`src/rtl/counter_seq_ctrl_if.sv`:
```
// Control/status bundle for counter_seq_ctrl: launch/abort/pause requests and
// latched config in, count/state/busy/done out.
interface counter_seq_ctrl_if #(
  parameter int WIDTH = 8,
  parameter int PRE_W = 4
);
  logic             start;
  logic             stop;
  logic             pause;
  logic             periodic;
  logic [WIDTH-1:0] limit;
  logic [PRE_W-1:0] prescale;
  logic [WIDTH-1:0] count;
  logic [1:0]       state;
  logic             busy;
  logic             done;

  modport master (
    output start, stop, pause, periodic, limit, prescale,
    input  count, state, busy, done
  );

  modport slave (
    input  start, stop, pause, periodic, limit, prescale,
    output count, state, busy, done
  );
endinterface

```
`src/rtl/counter_seq_ctrl.sv`:
```
// Prescaled up-counter sequencer with one-shot/periodic modes, pause and stop.
// Optional macro COUNTER_SEQ_RESTART_EN: start while busy restarts the sequence.
//
// state  | meaning
// IDLE   | counter cleared, waiting for start
// RUN    | prescaler running, counter steps on each tick
// PAUSED | prescaler and counter frozen while pause is high
// DONE   | one-shot finished, count holds limit
module counter_seq_ctrl #(
  parameter int WIDTH = 8,
  parameter int PRE_W = 4
) (
  input  logic               clk,
  input  logic               reset,
  counter_seq_ctrl_if.slave  bus
);

  typedef enum logic [1:0] {
    S_IDLE   = 2'b00,
    S_RUN    = 2'b01,
    S_PAUSED = 2'b10,
    S_DONE   = 2'b11
  } state_t;

  state_t           r_state,    w_state_nxt;
  logic [WIDTH-1:0] r_count,    w_count_nxt;
  logic [WIDTH-1:0] r_limit,    w_limit_nxt;
  logic [PRE_W-1:0] r_pre,      w_pre_nxt;
  logic [PRE_W-1:0] r_prescale, w_prescale_nxt;
  logic             r_periodic, w_periodic_nxt;
  logic             r_done,     w_done_nxt;
  logic             w_tick;
  logic             w_restart_ok;
  logic             w_accept_start;

`ifdef COUNTER_SEQ_RESTART_EN
  assign w_restart_ok = 1'b1;
`else
  assign w_restart_ok = 1'b0;
`endif

  assign w_tick         = (r_pre == r_prescale);
  assign w_accept_start = bus.start &&
                          ((r_state == S_IDLE) || (r_state == S_DONE) || w_restart_ok);

  always_ff @(posedge clk or posedge reset) begin
    if (reset) begin
      r_state    <= S_IDLE;
      r_count    <= '0;
      r_limit    <= '0;
      r_pre      <= '0;
      r_prescale <= '0;
      r_periodic <= 1'b0;
      r_done     <= 1'b0;
    end else begin
      r_state    <= w_state_nxt;
      r_count    <= w_count_nxt;
      r_limit    <= w_limit_nxt;
      r_pre      <= w_pre_nxt;
      r_prescale <= w_prescale_nxt;
      r_periodic <= w_periodic_nxt;
      r_done     <= w_done_nxt;
    end
  end

  always_comb begin
    w_state_nxt    = r_state;
    w_count_nxt    = r_count;
    w_limit_nxt    = r_limit;
    w_pre_nxt      = r_pre;
    w_prescale_nxt = r_prescale;
    w_periodic_nxt = r_periodic;
    w_done_nxt     = 1'b0;

    if (bus.stop) begin
      w_state_nxt = S_IDLE;
      w_count_nxt = '0;
      w_pre_nxt   = '0;
    end else if (w_accept_start) begin
      w_state_nxt    = S_RUN;
      w_count_nxt    = '0;
      w_pre_nxt      = '0;
      w_limit_nxt    = bus.limit;
      w_prescale_nxt = bus.prescale;
      w_periodic_nxt = bus.periodic;
    end else begin
      case (r_state)
        S_IDLE: w_count_nxt = '0;
        S_RUN, S_PAUSED: begin
          if (bus.pause) begin
            w_state_nxt = S_PAUSED;
          end else begin
            // The release edge out of PAUSED is itself a running edge.
            w_state_nxt = S_RUN;
            if (w_tick) begin
              w_pre_nxt = '0;
              if (r_count == r_limit) begin
                w_done_nxt = 1'b1;
                if (r_periodic) w_count_nxt = '0;
                else            w_state_nxt = S_DONE;
              end else begin
                w_count_nxt = r_count + 1'b1;
              end
            end else begin
              w_pre_nxt = r_pre + 1'b1;
            end
          end
        end
        default: ;
      endcase
    end
  end

  always_comb begin
    bus.count = r_count;
    bus.state = r_state;
    bus.done  = r_done;
    bus.busy  = (r_state == S_RUN) || (r_state == S_PAUSED);
  end

endmodule

```
`src/flat_wrapper.sv`:
```
// flat-port wrapper written by rule: the top's interface ports become plain ports
module counter_seq_ctrl_flat 
#(
  parameter int WIDTH = 8,
  parameter int PRE_W = 4
)
  (clk, reset, bus_start, bus_stop, bus_pause, bus_periodic, bus_limit, bus_prescale, bus_count, bus_state, bus_busy, bus_done);
  counter_seq_ctrl_if #(.WIDTH(WIDTH), .PRE_W(PRE_W)) bus_i ();
  input  logic clk;
  input  logic reset;
  input wire logic [$bits(bus_i.start)-1:0] bus_start;
  input wire logic [$bits(bus_i.stop)-1:0] bus_stop;
  input wire logic [$bits(bus_i.pause)-1:0] bus_pause;
  input wire logic [$bits(bus_i.periodic)-1:0] bus_periodic;
  input wire logic [$bits(bus_i.limit)-1:0] bus_limit;
  input wire logic [$bits(bus_i.prescale)-1:0] bus_prescale;
  output wire logic [$bits(bus_i.count)-1:0] bus_count;
  output wire logic [$bits(bus_i.state)-1:0] bus_state;
  output wire logic [$bits(bus_i.busy)-1:0] bus_busy;
  output wire logic [$bits(bus_i.done)-1:0] bus_done;
  assign bus_i.start = bus_start;
  assign bus_i.stop = bus_stop;
  assign bus_i.pause = bus_pause;
  assign bus_i.periodic = bus_periodic;
  assign bus_i.limit = bus_limit;
  assign bus_i.prescale = bus_prescale;
  assign bus_count = bus_i.count;
  assign bus_state = bus_i.state;
  assign bus_busy = bus_i.busy;
  assign bus_done = bus_i.done;
  counter_seq_ctrl #(.WIDTH(WIDTH), .PRE_W(PRE_W)) u_core (.clk(clk), .reset(reset), .bus(bus_i));
endmodule
```
`config.mk`:
```
export PLATFORM = sky130hd
export DESIGN_NAME = counter_seq_ctrl_flat
export DESIGN_NICKNAME = d
export VERILOG_FILES = /design/src/rtl/counter_seq_ctrl_if.sv /design/src/rtl/counter_seq_ctrl.sv /design/src/flat_wrapper.sv
export SDC_FILE = /design/constraint.sdc
export NUM_CORES = 1
export LEC_CHECK = 0
export CAP_MARGIN = 20
export CORE_ASPECT_RATIO = 2
export CORE_MARGIN = 2
export CORE_UTILIZATION = 54
export DETAILED_ROUTE_END_ITERATION = 12
export PLACE_DENSITY_LB_ADDON = 0.15
export SLEW_MARGIN = 10
export SYNTH_ARGS = -nofsm -noshare
export SYNTH_HDL_FRONTEND = slang
export SYNTH_SLANG_ARGS = --single-unit
```
`constraint.sdc`:
```
create_clock -name clk -period 4.2 [get_ports clk]
set_clock_uncertainty 0.1 [all_clocks]
set_input_delay 0.63 -clock clk [delete_from_list [all_inputs] [get_ports clk]]
set_output_delay 0.63 -clock clk [all_outputs]
set_load 0.01 [all_outputs]
```
# Word level (Yosys, flattened, before mapping)
# Cells that the tools add are included.
[totals]
ff_bits = 28
inputBits = 18
out_inout_bits = 12
wordCells = 54
[op_classes]
add_sub_neg = 2
n_eq_ne = 9
n_mux = 25
n_bitwise = 1
reduce_logical = 10
[ops]
columns = ["cell", "n"]
rows = [
  ["2-to-1 mux 8 bit", 6],
  ["2-to-1 mux 4 bit", 5],
  ["case mux 8 bit (2 select lines)", 1],
  ["2-to-1 mux 2 bit", 7],
  ["adder 8 x 1 -> 8 bit (second input constant)", 1],
  ["equality test 8 bit", 1],
  ["2-to-1 mux 1 bit", 6],
  ["!= test 5 x 3 -> 1 bit (second input constant)", 1],
  ["adder 4 x 1 -> 4 bit (second input constant)", 1],
  ["equality test 2 bit (second input constant)", 2],
  ["equality test 4 bit", 1],
  ["!= test 4 x 2 -> 1 bit (second input constant)", 1],
  ["!= test 4 x 3 -> 1 bit (second input constant)", 1],
  ["AND reduction 2 bit", 2],
  ["AND reduction 4 bit", 1],
  ["nonzero test 4 bit", 1],
  ["!= test 3 x 2 -> 1 bit (second input constant)", 1],
  ["nonzero test 3 bit", 1],
  ["equality test 2 x 1 -> 1 bit (second input constant)", 1],
  ["logical NOT 2 bit", 1],
  ["logical OR 1 bit", 2],
  ["OR reduction 2 bit", 1],
  ["logical AND 1 bit", 1],
  ["NOT 1 bit", 1],
]

# Longest topological paths before layout
# Gate-level depths: netlist of the first run.
[logic_depth]
ltp_word = 7
mapped_depth = 8
depth_no_buf = 7

# Worst setup path before layout of the first run
# OpenSTA, ideal clock, no wires.
[synth_timing]
path_kind = "register to register"
start = "register u_core.r_state[0] (netlist: u_core.bus.state[0])"
end = "register u_core.r_count[2] (netlist: u_core.bus.count[2])"
setup_ps = 126
arrival_time_ps = 1980
required_ps = 3974
path_slack_ps = 1994
path_stages_with_launch = 9
path_buffers = 1
period_less_slack_ps = 2206
path_cell_list = "dfrtp_1 inv_1 ha_1 nor3_1 nor2_1 a211o_1 buf_6 and4b_1 a221o_1"
[synth_via]
elab_chain_cells = 5
word_cells_on_any_way = 15
classes_between = "eq/ne (6); mux (3); reduce/logical (6)"
[synth_lines]
columns = ["item", "line", "rtl"]
rows = [
  ["start, declared", "counter_seq_ctrl.sv:25", "state_t r_state, w_state_nxt;"],
  ["start signal, assigned", "counter_seq_ctrl.sv:56", "r_state <= w_state_nxt;"],
  ["equality test 2 bit, or another cell as far along", "counter_seq_ctrl.sv:87", "case (r_state)"],
  ["OR reduction 2 bit / logical OR 1 bit (equally long branches)", "counter_seq_ctrl.sv:87, counter_seq_ctrl.sv:44", ""],
  ["case mux 8 bit (2 select lines) / logical AND 1 bit (equally long branches)", "counter_seq_ctrl.sv:87, counter_seq_ctrl.sv:43", ""],
  ["2-to-1 mux 8 bit, or another cell as far along", "counter_seq_ctrl.sv:79", "end else if (w_accept_start) begin"],
  ["2-to-1 mux 8 bit / AND reduction 4 bit (equally long branches)", "-", ""],
  ["end signal, assigned", "counter_seq_ctrl.sv:57", "r_count <= w_count_nxt;"],
  ["end, declared", "counter_seq_ctrl.sv:26", "logic [WIDTH-1:0] r_count, w_count_nxt;"],
]
# Parallel ways exist; a longest one is shown, timed or not.
# A chain may end at the register's enable or synchronous reset.

# Worst setup path in the final report of the first run
[layout_timing]
start = "input port bus_stop"
end = "register u_core.r_count[7] (netlist: u_core.bus.count[7])"
[layout_via]
elab_chain_cells = 2
word_cells_on_any_way = 6
classes_between = "eq/ne (3); mux (1); reduce/logical (2)"
[layout_lines]
columns = ["item", "line", "rtl"]
rows = [
  ["start, declared", "flat_wrapper.sv:12", "input wire logic [$bits(bus_i.stop)-1:0] bus_stop;"],
  ["!= test 5 x 3 -> 1 bit (no source line), or another cell as far along", "-", ""],
  ["AND reduction 4 bit (no source line)", "-", ""],
]
# Parallel ways exist; a longest one is shown, timed or not.

==> flow_summary_export.csv, run 1 <==
group,metric,value,unit
floorplan,ios,30,
power,pwr_density_cell,331,nW/µm²
floorplan,design.core.area,2570,µm²
floorplan,die-area,3180,µm²
power,comb_power_share,22.9,%
setup_path,crit_path_frequent_cell,"o211ai_1",
sta,max-slew-margin-rel,41.1,%
detailed_routing,route.detailed.vias_per_inst,5.77,
clock_network,ctsHoldBuffers,0,
power,leakage,0.780,nW
power,p_int,0.000447,W
synthesis,most_common_flop_cell_mapped_by_yosys,"dfrtp_1",
synthesis,syn_avg_cell_area,10.7,µm²
clock_network,worst_setup_hold_path_clk_slew,0.08,ns
sta,timing.final.max_slew_violations,0,
detailed_routing,num_vias,1136,
finish,nets,192,
synthesis,synth_warnings,0,
sta,finalHoldWorstSlack,0.437,ns
setup_path,required,4.29,ns
synthesis,synth_edf_count,0,
synthesis,main_combinational_cell_family_by_area_after_synthesis,"simple AND/OR/NAND/NOR gates",
synthesis,syn-instance-count,138,
synthesis,synth_adder_area_share,2.55,%
floorplan,die_x,40.9,µm
synthesis,synth_seq_area_share,47.6,%
sta,hold_violations,0,
floorplan,die_y,77.8,µm
synthesis,synth_area,1470,µm²
synthesis,yosys.area.top_type_share,47.6,%
power,power.switching_fraction,27.2,%
detailed_routing,detailedRoute.firstIterationViolations,21,
global_route,grt_pass1_vias,1196,
job,drv_cap,0,
sta,period_minus_slack,2.46,ns
power,total_switching_power,0.000167,W
synthesis,asyncSetResetFlopFracSynth,100,%
setup_path,setup.worst_path.start_class,"input pin",
synthesis,synthMuxAreaShare,11.3,%
floorplan,start_util,57.3,%
finish,share_of_final_layout_standard_cells_stronger_than_drive_strength_1,14.2,%
synthesis,register_bit_count_reported_by_yosys,28,
synthesis,synth_xor_xnor_area_share,7.14,%
outcome,outcome,"completed",
clock_network,cts_made_buffers,3,
global_route,grt_remaining_overflow,0,
global_route,grt_antenna_before_repair,0,
setup_path,crit_type,"input pin to flop",
clock_network,tritoncts,"yes",
finish,areaGrowthSynthToFinish,26.2,%
clock_network,htree_levels,1,
setup_path,crit_slowest_cell,"a21oi_1",
sta,fmax,407,MHz
power,vdd.ir_drop.worst,0.253,mV
sta,timing.setup.tns,0,ns
setup_path,critical_path.max_stage_delay,0.72,ns
detailed_routing,drt.antenna.violating_nets,0,
worst_hold_path,hold_class,"flop to flop",
setup_path,worst-endpoint-arrival,2.54,ns
synthesis,synth.area.top_cells,"dfrtp_1 48%, mux2_2 9.9%, xor2_1 7.1%, nand3_1 4.1%, o211ai_1 3.1%",
detailed_routing,drt-total-wl,3.07,mm
power,sequentialPowerShare,54.6,%
placement,port-buffer-count,29,
synthesis,yosys.area_share.simple,16.2,%
clock_network,ctsResizeCount,0,
clock_network,cts.sinks,28,
setup_path,worst_path_dominant_cell_family,"compound AO/OA/AOI/OAI gates",
setup_path,setup.worst_path.end_class,"flop",
global_route,grt_pass1_wl,5.05,mm
setup_path,path_cells,"clkdlybuf4s50_1, nand2b_1, a21oi_1, o211ai_1, o211ai_1",
detailed_routing,drtPass1Iterations,4,
detailed_routing,drt_drc_violations_left,0,
finish,leading_cell_type_in_the_layout_fill_and_taps_excluded,"clkdlybuf4s50_1",
synthesis,synthesized_area_fraction_occupied_by_ao_oa_aoi_and_oai_cells,11.5,%
floorplan,placement_rows,26,
sta,grt_setup_unrepaired,"no",
synthesis,synth_cell_type_count,34,
sta,final_min_period_over_clock_period,58.5,%
global_route,groute.usage.overall,22.2,%
clock_network,worst_skew_pair.late_latency,0.26,ns
placement,detailedPlacementHpwl,2.43,mm
clock_network,clk_path_buf_depth,2,
detailed_routing,routedWlPerCell,15.6,µm
power,power.clock.fraction,22.5,%
global_route,grt_start_max_net_pins,29,
sta,setup_viol_count_final,0,
clock_network,cts_root_buf,"clkbuf_8",
sta,worst_slew_pin_slew,0.884,ns
finish,antennaDiodeCount,0,
setup_path,critical_path.max_fanout,13,
placement,place_congestion,0.747,
synthesis,synthesis.nets,159,
clock_network,cts.repair_timing.setup_buffer_count,0,
synthesis,yosys.area.top_type,"dfrtp_1",
setup_path,worstPathBufferInverterCount,1,
finish,layout_common_cells,"29 x clkdlybuf4s50_1, 28 x dfrtp_1, 13 x mux2_2, 12 x xor2_1, 12 x nand3_1",
==> through the flow <==
| step | util, % | std cells | instance area, µm² | setup slack (ns) | power [W] |
|---|---|---|---|---|---|
| 4_1_cts | 70.7 | 195 | 1820 | 1.61 | 0.000615 |
| 3_3_place_gp | 69.1 | 192 | 1780 | 1.42 | 0.000470 |
| 5_1_grt | 72.2 | 197 | 1860 | 1.61 | 0.000649 |
| 2_1_floorplan | - | 138 | 1470 | 1.99 | 0.000428 |
| 6_report | 72.2 | 197 | 1860 | 1.74 | 0.000615 |
| 3_5_place_dp | 69.1 | 192 | 1780 | 1.34 | 0.000479 |
==> cell families after synthesis <==
kind of cell / count (synthesis)
AO/OA/AOI/OAI: 22
XOR/XNOR: 12
buffers and inverters: 12
multiplexers: 15
flip-flops: 28
adder cells (fa/ha/maj): 3
AND/OR/NAND/NOR: 46
==> cell type report <==
class                           count  area (µm²)
Multi-Input combinational cell     98         717
Fill cell                         201         713
Timing Repair Buffer               31         329
Clock buffer                        3        41.3
Tap cell                           28        35.0
Sequential cell                    28         701
Inverter                            9        33.8
==> worst register-to-register path: stages (launching register included) <==
cell and delay (ns):
dfrtp_1 0.39, inv_1 0.06, ha_1 0.40, nor3_1 0.31, nor2_1 0.08, a211o_1 0.43
and4b_1 0.24, a221o_1 0.25
==> state kept, by name (all words and copies together), names as in the netlist <==
| signal | flops |
|---|---|
| u_core.r_periodic | 1 |
| u_core.bus.done | 1 |
| u_core.bus.state | 2 |
| u_core.bus.count | 8 |
| u_core.r_limit | 8 |
| u_core.r_pre | 4 |
| u_core.r_prescale | 4 |
==> per-layer routing <==
layer / global-route usage, % / routed length, µm / up-vias
met2: 40.5 / 1860 / 14
li1: - / - / 559
met5: 0 / 0 / -
met3: 2.86 / 64 / 2
met4: 7.00 / 26 / 0
met1: 23.5 / 1120 / 561
==> path summary, 6_finish.rpt <==
check / startpoint / to / slack (ns) / cells after the start
worst max-delay path: bus_stop / u_core.bus.count[7] / 1.74 / 5
worst min-delay path: u_core.r_prescale[3] / u_core.r_prescale[3] / 0.44 / 1
worst max register to register: u_core.bus.state[0] / u_core.bus.count[2] / 1.84 / 7
worst min register to register: u_core.r_prescale[3] / u_core.r_prescale[3] / 0.44 / 1
max in group asynchronous: reset / u_core.r_pre[3] / 3.11 / 3
min in group asynchronous: reset / u_core.r_limit[4] / 0.50 / 2
==> power by group through the flow <==
stage                     Clock (W)  Sequential [W]  Combinational [W]
after detailed placement          0        0.000341           0.000138
final                      0.000138        0.000335           0.000141
after global routing       0.000156        0.000339           0.000154
after CTS                  0.000142        0.000336           0.000138
after floorplan                   0        0.000333          0.0000952
after global placement            0        0.000339           0.000131
==> synth_stat cells, types with 2 or more instances <==
| cell type | instances |
|---|---|
| nand2_1 | 9 |
| nor3_1 | 6 |
| inv_1 | 9 |
| xor2_1 | 12 |
| a21oi_1 | 4 |
| nand3_1 | 12 |
| ha_1 | 3 |
| or3_1 | 2 |
| nor2b_1 | 4 |
| nor4_1 | 2 |
| dfrtp_1 | 28 |
| mux2_2 | 13 |
| o21ai_0 | 2 |
| o211ai_1 | 6 |
| nor2_1 | 6 |
| mux2i_1 | 2 |
Power figures use the tool's default switching activity.
==> run 2, diff against run 1 <==
--- a/config.mk
+++ b/config.mk
@@ -8,7 +8,7 @@
 export CAP_MARGIN = 20
 export CORE_ASPECT_RATIO = 2
 export CORE_MARGIN = 2
-export CORE_UTILIZATION = 54
+export CORE_UTILIZATION = 50
 export DETAILED_ROUTE_END_ITERATION = 12
 export PLACE_DENSITY_LB_ADDON = 0.15
 export SLEW_MARGIN = 10
==> constraint.sdc (replaced) <==
create_clock -name clk -period 2.4 [get_ports clk]
set_clock_uncertainty 0.1 [all_clocks]
set_input_delay 0.36 -clock clk [delete_from_list [all_inputs] [get_ports clk]]
set_output_delay 0.36 -clock clk [all_outputs]
set_load 0.01 [all_outputs]
==> flow_summary_export.csv, run 2 (synthesized netlist as in run 1, its figures left out) <==
group,metric,value,unit
detailed_routing,drt.antenna.violating_nets,0,
sta,setup_viol_count_final,0,
floorplan,design.core.area,2770,µm²
global_route,global_routing_usage_on_met2,37.1,%
finish,layout.filler_cells,223,
finish,layout_common_cells,"29 x clkdlybuf4s50_1, 28 x dfrtp_1, 13 x mux2_2, 12 x xor2_1, 12 x nand3_1",
sta,worst_slew_pin_slew,0.462,ns
sta,max-slew-margin-rel,68.9,%
setup_path,worstReg2RegEnd,"u_core.bus.count[2]",
floorplan,die_x,42.4,µm
clock_network,clk_path_buf_depth,2,
setup_path,required,1.94,ns
detailed_routing,num_vias,1191,
global_route,grt_busiest_layer,"met2",
finish,nets,197,
sta,grt_setup_unrepaired,"no",
global_route,grt_remaining_overflow,0,
detailed_routing,routedWlPerCell,15.1,µm
sta,timing.final.max_slew_violations,0,
power,power.clock.fraction,23.2,%
floorplan,ios,30,
global_route,grt_pass1_vias,1189,
clock_network,ctsResizeCount,0,
detailed_routing,detailedRoute.firstIterationViolations,44,
setup_path,crit_type,"flop to output pin",
power,vdd.ir_drop.worst,0.449,mV
setup_path,setup.worst_path.end_class,"output pin",
setup_path,setup.worst_path.start_class,"flop",
global_route,groute.usage.overall,20.0,%
global_route,grt_start_max_net_pins,29,
detailed_routing,drt-total-wl,3.07,mm
detailed_routing,route.detailed.vias_per_inst,5.87,
global_route,grt_pass1_wl,5.26,mm
power,pwr_density_cell,583,nW/µm²
clock_network,cts.sinks,28,
floorplan,placement_rows,27,
finish,leading_cell_type_in_the_layout_fill_and_taps_excluded,"clkdlybuf4s50_1",
finish,antennaDiodeCount,0,
setup_path,setup.reg_to_reg.worst_slack,0.31,ns
outcome,outcome,"completed",
detailed_routing,drt_drc_violations_left,0,
finish,share_of_final_layout_standard_cells_stronger_than_drive_strength_1,16.7,%
power,power.switching_fraction,27.7,%
sta,period_minus_slack,2.14,ns
placement,port-buffer-count,29,
clock_network,htree_levels,1,
setup_path,critical_path.max_fanout,8,
worst_hold_path,hold_class,"input pin to asynchronous set/reset pin",
floorplan,start_util,53.1,%
global_route,groute.layer.met1.usage,22.5,%
setup_path,worst-endpoint-arrival,1.68,ns
clock_network,tritoncts,"yes",
clock_network,cts_made_buffers,3,
placement,detailedPlacementHpwl,2.38,mm
setup_path,start_of_the_worst_register_to_register_path,"u_core.bus.state[0]",
sta,postLayoutSetupSlackWorst,0.258,ns
clock_network,worst_skew_pair.late_latency,0.27,ns
clock_network,cts_root_buf,"clkbuf_8",
finish,areaGrowthSynthToFinish,27.2,%
detailed_routing,drtPass1Iterations,4,
clock_network,worst_setup_hold_path_clk_slew,0.09,ns
floorplan,die-area,3420,µm²
clock_network,ctsHoldBuffers,0,
power,total_switching_power,0.000302,W
global_route,grt_util_met3,1.57,%
power,leakage,0.796,nW
sta,final_min_period_over_clock_period,89.3,%
power,p_int,0.000788,W
sta,timing.setup.tns,0,ns
power,sequentialPowerShare,53.6,%
job,drv_cap,0,
global_route,grt_antenna_before_repair,0,
sta,hold_violations,0,
finish,final_core_util,67.6,%
setup_path,worstRegToRegCells,7,
placement,place_congestion,0.792,
sta,fmax,467,MHz
floorplan,die_y,80.7,µm
clock_network,cts.repair_timing.setup_buffer_count,0,
placement,dpl_worst_slack,0.216,ns
power,comb_power_share,23.2,%
[run 2: cell types whose count changed in the layout (fill, tap and decap cells not counted)]
| cell | change |
|---|---|
| buf_4 | +7 |
| buf_6 | -1 |
| buf_16 | -1 |
[run 2: worst max path at each step]
stage	slack, ns	endpoint	from	cells after the start
6_report	0.26	bus_busy	u_core.bus.state[1]	4
2_1_floorplan	0.19	u_core.bus.count[2]	u_core.bus.state[0]	8
4_1_cts	0.24	bus_busy	u_core.bus.state[1]	4
3_3_place_gp	0.27	u_core.bus.count[2]	bus_start	6
5_1_grt	0.13	u_core.bus.count[2]	u_core.bus.state[0]	7
3_5_place_dp	0.22	u_core.bus.count[2]	bus_start	6
[run 2: worst max-delay path, stage by stage (launching register included)]
cell             delay [ns]
dfrtp_1                0.39
inv_1                  0.05
ha_1                   0.29
buf_4                  0.15
clkdlybuf4s50_1        0.53
[run 2: stage by stage]
step                      area (µm²)  hold WS [ns]  cells  power (W)
after global routing            1870         0.382    203    0.00114
final                           1870         0.342    203    0.00109
after floorplan                 1470         0.325    138   0.000749
after global placement          1830         0.403    200   0.000837
after detailed placement        1830         0.419    200   0.000850
after CTS                       1870         0.358    203    0.00110
[run 2: area by class of cell]
type	count	area (µm²)	area share, %
timing repair buffer	36	343	18.3
tap	29	36.3	1.94
sequential	28	701	37.4
clock buffer	3	41.3	2.21
inverter	9	33.8	1.80
multi-input combinational	98	717	38.3
[run 2: power by group through the flow]
| stage | Sequential [W] | Combinational [W] | Clock [W] |
|---|---|---|---|
| floorplan | 0.000583 | 0.000167 | 0 |
| finish | 0.000584 | 0.000253 | 0.000253 |
| CTS | 0.000586 | 0.000256 | 0.000260 |
| detailed placement | 0.000596 | 0.000255 | 0 |
| global route | 0.000593 | 0.000279 | 0.000272 |
| global placement | 0.000592 | 0.000245 | 0 |
[run 2: metal layers]
metal | vias to the layer above | part of all wire, %
li1 | 568 | -
met1 | 587 | 37
met2 | 29 | 58
met3 | 7 | 2.8
met4 | 0 | 2.0
met5 | - | 0
==> run 3, diff against run 2 <==
--- a/config.mk
+++ b/config.mk
@@ -5,7 +5,6 @@
 export SDC_FILE = /design/constraint.sdc
 export NUM_CORES = 1
 export LEC_CHECK = 0
-export CAP_MARGIN = 20
 export CORE_ASPECT_RATIO = 2
 export CORE_MARGIN = 2
 export CORE_UTILIZATION = 50
==> results of run 3 <==
The final DEF is identical to that of run 2; final timing and power are the same.
